$ cat src/rtl/if_fetch_queue.sv
// Instruction-fetch stage: owns the word-addressed PC, drives the combinational
// instruction memory and buffers fetched {PC+1, instruction} pairs in a small
// FIFO so fetch can run ahead while ID stalls. A redirect flushes the queue and
// restarts fetch at the target.
module if_fetch_queue #(
    parameter int unsigned       ADDR_W   = 30,
    parameter int unsigned       DATA_W   = 32,
    parameter int unsigned       DEPTH    = 4,
    parameter logic [ADDR_W-1:0] RESET_PC = 'h0000_0C00
) (
    input  logic                     clk,
    input  logic                     rst,
    output logic [ADDR_W-1:0]        im_addr,
    input  logic [DATA_W-1:0]        im_rdata,
    input  logic                     fetch_en,
    input  logic                     redirect_valid,
    input  logic [ADDR_W-1:0]        redirect_pc,
    input  logic                     id_ready,
    output logic                     id_valid,
    output logic [DATA_W-1:0]        id_instr,
    output logic [ADDR_W-1:0]        id_pc_add_one,
    output logic [$clog2(DEPTH):0]   q_count
);

    localparam int unsigned PTR_W = $clog2(DEPTH);
    localparam int unsigned CNT_W = PTR_W + 1;

    logic [ADDR_W-1:0] pc_q, pc_d;
    logic [PTR_W-1:0]  rd_ptr_q, rd_ptr_d;
    logic [PTR_W-1:0]  wr_ptr_q, wr_ptr_d;
    logic [CNT_W-1:0]  count_q, count_d;

    // Queue storage is deliberately left out of reset; count_q gates its use.
    logic [ADDR_W-1:0] pc1_mem   [DEPTH];
    logic [DATA_W-1:0] instr_mem [DEPTH];

    logic              full;
    logic              pop;
    logic              push;
    logic [ADDR_W-1:0] pc_inc;

    // Handshake decode and incremented PC (wraps modulo 2^ADDR_W)
    always_comb begin
        pc_inc   = pc_q + ADDR_W'(1);
        full     = (count_q == CNT_W'(DEPTH));
        id_valid = (count_q != '0);
        pop      = id_valid & id_ready;
        // A full queue may still accept a push when the head is leaving.
        push     = fetch_en & ~redirect_valid & (~full | pop);
    end

    // Next-state: redirect overrides push/pop bookkeeping
    always_comb begin
        pc_d     = pc_q;
        rd_ptr_d = rd_ptr_q;
        wr_ptr_d = wr_ptr_q;
        count_d  = count_q;
        if (redirect_valid) begin
            pc_d     = redirect_pc;
            rd_ptr_d = '0;
            wr_ptr_d = '0;
            count_d  = '0;
        end else begin
            if (push) begin
                pc_d     = pc_inc;
                wr_ptr_d = wr_ptr_q + PTR_W'(1);
            end
            if (pop) begin
                rd_ptr_d = rd_ptr_q + PTR_W'(1);
            end
            case ({push, pop})
                2'b10:   count_d = count_q + CNT_W'(1);
                2'b01:   count_d = count_q - CNT_W'(1);
                default: count_d = count_q;
            endcase
        end
    end

    // PC, pointer and occupancy registers
    always_ff @(posedge clk or negedge rst) begin
        if (!rst) begin
            pc_q     <= RESET_PC;
            rd_ptr_q <= '0;
            wr_ptr_q <= '0;
            count_q  <= '0;
        end else begin
            pc_q     <= pc_d;
            rd_ptr_q <= rd_ptr_d;
            wr_ptr_q <= wr_ptr_d;
            count_q  <= count_d;
        end
    end

    // Queue write port
    always_ff @(posedge clk) begin
        if (push) begin
            pc1_mem[wr_ptr_q]   <= pc_inc;
            instr_mem[wr_ptr_q] <= im_rdata;
        end
    end

    // Head entry presented to ID; NOP and zero PC+1 when empty
    always_comb begin
        id_instr      = '0;
        id_pc_add_one = '0;
        if (id_valid) begin
            id_instr      = instr_mem[rd_ptr_q];
            id_pc_add_one = pc1_mem[rd_ptr_q];
        end
    end

    assign im_addr = pc_q;
    assign q_count = count_q;

endmodule

$ cat config.mk
export PLATFORM = sky130hd
export DESIGN_NAME = if_fetch_queue
export DESIGN_NICKNAME = d
export VERILOG_FILES = /design/src/rtl/if_fetch_queue.sv
export SDC_FILE = /design/constraint.sdc
export NUM_CORES = 1
export LEC_CHECK = 0
export ABC_AREA = 1
export CAP_MARGIN = 20
export CORE_MARGIN = 1
export CORE_UTILIZATION = 52
export CTS_BUF_LIST = sky130_fd_sc_hd__clkbuf_4 sky130_fd_sc_hd__clkbuf_8
export DETAILED_ROUTE_END_ITERATION = 7
export PLACE_DENSITY = 0.86
export REMOVE_ABC_BUFFERS = 1
export SYNTH_ARGS = -nofsm -noshare
export SYNTH_HDL_FRONTEND = slang
export SYNTH_SLANG_ARGS = --single-unit
$ cat constraint.sdc
create_clock -name clk -period 3.6 [get_ports clk]
set_input_delay 1.08 -clock clk [delete_from_list [all_inputs] [get_ports clk]]
set_output_delay 1.08 -clock clk [all_outputs]
set_load 0.05 [all_outputs]
# Word level (Yosys, flattened, before mapping)
# Memory sizes are Yosys's and may differ from the RTL's.
# Index checks and enable logic that the tools add are counted.
# word_totals
regBits	37
ram_bits	248
output_inout_bits	96
elab_cells	36
mem_count	2
# memory_table
memory	words	width	rd	rd_ports_with_merged_regs	write_ports	line	rtl
instr_mem	4	32	1	0	1	35	logic [DATA_W-1:0] instr_mem [DEPTH];
pc1_mem	4	30	1	0	1	34	logic [ADDR_W-1:0] pc1_mem [DEPTH];
# classes
n_addsub	5
n_eq_ne	3
muxes	12
bitwise	6
reduce_logical	4
# ops
op	n
$mux 30	3
$mux 32	1
$add 30x1->30 const B	1
$mux 2	4
$pmux 3 s2	1
$reduce_bool 3->1	2
$add 2x1->2 const B	2
$reduce_bool 2->1	2
$add 3x1->3 const B	1
$and 1x1->1	3
$eq 3x3->1 const B	1
$mux 3	1
$sub 3x1->3 const B	1
$eq 2x1->1 const B	1
$eq 2x2->1 const B	1
$mux 1	2
$not 1->1	2
$or 1x1->1	1

# Longest topological paths before layout
# depth
ltp_word	7
mapped_depth	10
ltp_nobuf	10

# Worst setup path after synthesis
# Ideal clock, no wire load.
# synth_timing
path_kind	input to register
startpoint	input port id_ready
endpoint	memory instr_mem[0][0], enable pin
setup_ps	482
t_arrival_ps	3962
setup_slack_ps	-844
path_stages	4
n_path_buf	0
path_cell_list	inv_1 -> nand3_1 -> nand3_2 -> nor2_1
# synth_between
elab_chain_cells	5
# synth_lines
item	line	rtl
from (decl)	18	input logic id_ready,
$and 1x1->1	47	pop = id_valid & id_ready;
$or 1x1->1	49	push = fetch_en & ~redirect_valid & (~full | pop);
$and 1x1->1	49	
$mux 1	96	if (push) begin
$mux 1 (implied by the code)	98	instr_mem[wr_ptr_q] <= im_rdata;
to (decl)	35	
# No other way between the ends.

# Final worst setup path
# layout_timing
startpoint	register rd_ptr_q[0]
endpoint	output port id_pc_add_one[1]
# layout_between
elab_chain_cells	2
# layout_lines
item	line	rtl
from (decl)	29	logic [PTR_W-1:0] rd_ptr_q, rd_ptr_d;
from (signal assigned)	88	rd_ptr_q <= rd_ptr_d;
$mem_v2 4x30	n/a	
$mux 30	106	if (id_valid) begin
to (decl)	21	output logic [ADDR_W-1:0] id_pc_add_one,
# No other way between the ends.

==> flow_summary.yaml <==
floorplanning:
  die_y_um: 155
  dieArea_sq_um: 24100
  row_count: 55
  ios: 163
  die_w_um: 155
  initial_core_util: 0.534
  core_area_sq_um: 22800
cells_and_area:
  syn_to_final_growth_pct: 23.5
  design_area_sq_um: 15100
  post-route-util: 0.660
  nNetsFinal: 1401
  drive_above_1_share: 0.135
  final_common_cell: "nor2_1"
  final-instance-count-excl-fill: 1675
  final_cell_mix: "nor2_1 (280), edfxtp_1 (248), nand2_1 (192), o21ai_0 (141), clkdlybuf4s50_1 (99)"
  diodes: 0
place:
  dp.cells: 1594
  io_buffers: 162
  gp_congestion: 0.899
  postPlaceCellArea_sq_um: 14200
  dpl.hpwl_mm: 18.6
timing:
  hold_viol_final: 0
  max_freq_mhz: 286
  worst_pin_slew_ns: 0.896
  period_needed_ns: 3.49
  slew_violations: 0
  period_share: 0.970
  finalSetupViolations: 0
  maxSlewHeadroom: 0.403
  clock_skew_ns: 0.0192
  rsz0062_at_grt: "no"
  fin_tns_setup_ns: 0
synth:
  yosysSeqAreaShare: 0.686
  synth_cells: 1153
  synth_area_sq_um: 12200
  synth_ff_type: "edfxtp_1"
  synthArstFlopShare: 0.130
  synth_cell_type_count: 29
  syn_area_per_cell_sq_um: 10.6
  synth-seq-cells: 285
  synth_edf_count: 248
  synth-warning-count: 0
global_route:
  track_usage: 0.249
  antenna_found_initial: 0
  grt_pass1_vias: 8736
  grt_pass1_wl_mm: 46.1
  grt_max_degree: 126
  grt_overflow: 0
power_and_ir_drop:
  p_int_mw: 6.47
  power.density_nw_per_um2: 711
  p_total_mw: 10.7
  p_switching_mw: 4.25
  pwr-share-comb: 0.374
  pwr-share-clk: 0.251
  seqPwrFrac: 0.375
  ir_drop_mv: 0.382
  swShare: 0.396
  power.leakage_nw: 5.72
clock_tree:
  htree_levels: 2
  clk_pin_slew_worst_paths_ns: 0.06
  post-cts-setup-buffers: 0
  root_buffer: "clkbuf_8"
  cts_tree: "done"
  clk_path_buf_depth: 3
  clock_latency_ns: 0.54
  cts_resized: 0
  hold_buffers: 0
  clock-sinks: 285
  numCtsBuffers: 45
worst_setup_path:
  worstPathArrival_ns: 2.41
  worstPathMaxFanout: 125
  cp_num_buf_inv: 2
  cp_slowest_cell: "dfrtp_4"
  cp_top_family: "buffers and inverters"
  end_kind: "output port"
  cpMostUsedCell: "nor2_1"
  max_stage_delay_ns: 0.44
  cp-start-kind: "flip-flop"
  crit_type: "reg2out"
  path_cells: "buf_16, nor2_1, nor2_1, o21ai_0, a21oi_1, buf_4"
  cp.required_ns: 2.52
hold_path:
  hold_class: "reg2reg"
route:
  drt-vias-per-instance: 5.38
  dr.pass1.iters: 6
  drtAntennaViolNets: 0
  drt_first_iter_violations: 751
  routed_wl_mm: 30.0
  drcViolationCount: 0
  vias: 9015
  wire_per_inst_um: 17.9
status:
  outcome: "finished, final reports clean"
flow_run:
  cap_violations: 0
==> layer usage <==
layer	vias up	GRT usage	share of wire
li1	4246	-	-
met1	4308	0.337	0.42
met2	403	0.403	0.47
met3	58	0.0543	0.082
met4	0	0.0794	0.021
met5	-	0	0
==> sequential cells by signal (all words and copies together) (netlist names) <==
register / cells
wr_ptr_q: 2
pc1_mem: 120
im_addr: 30
instr_mem: 128
q_count: 3
rd_ptr_q: 2
==> Yosys cell counts (7+ instances only) <==
library cell / n / area, sq um
nand3_1: 25 / 125
dfrtp_1: 35 / 876
xor2_1: 10 / 87.6
clkbuf_1: 33 / 124
nand2_1: 192 / 721
inv_1: 58 / 218
nor2_4: 7 / 78.8
a21oi_1: 64 / 320
buf_2: 17 / 85.1
edfxtp_1: 248 / 7450
o21ai_0: 141 / 706
nor2_1: 284 / 1070
==> worst paths after layout <==
kind                             start               end  slack (ns)  depth (start not counted)
setup reg to reg            im_addr[1]       im_addr[14]        1.60                          8
min in group asynchronous          rst       rd_ptr_q[1]        0.66                          1
setup / recovery           rd_ptr_q[0]  id_pc_add_one[1]        0.11                          6
hold / removal              q_count[1]        q_count[1]        0.59                          2
hold reg to reg             q_count[1]        q_count[1]        0.59                          2
max in group asynchronous          rst       rd_ptr_q[0]        2.26                          1
==> cell type report <==
type / count / area (sq um)
Multi-Input combinational cell: 751 / 3400
Fill cell: 1697 / 7770
Clock buffer: 59 / 731
Tap cell: 313 / 392
Timing Repair Buffer: 182 / 1780
Inverter: 63 / 240
Clock inverter: 22 / 153
Sequential cell: 285 / 8380
==> worst min-delay path: stages (launching register included) <==
cell and delay (ns):
dfrtp_1 0.42, nand2_1 0.07, nand2_1 0.06
==> cells by family after synthesis <==
group | after synthesis | synth area share
simple gates | 519 | 0.169
compound gates | 209 | 0.0868
xor+xnor | 17 | 0.0134
flops | 285 | 0.686
buf+inv | 117 | 0.0380
fa+ha+maj | 6 | 0.00676
==> through the flow <==
step	setup WS [ns]	hold slack, ns
2_1_floorplan	-1.54	0.580
6_report	0.108	0.586
3_5_place_dp	0.601	0.574
4_1_cts	0.0464	0.591
3_3_place_gp	0.664	0.556
5_1_grt	0.0142	0.625
==> power groups by stage <==
stage / Combinational, mW / Sequential [mW] / Clock, mW
after floorplan: 2.23 / 4.35 / 0
after global placement: 3.94 / 4.07 / 0
after detailed placement: 3.99 / 4.08 / 0
after CTS: 4.01 / 4.02 / 2.72
after global routing: 4.25 / 4.04 / 2.87
final: 4.01 / 4.02 / 2.69
No activity file was read; power rests on OpenSTA's default activity.
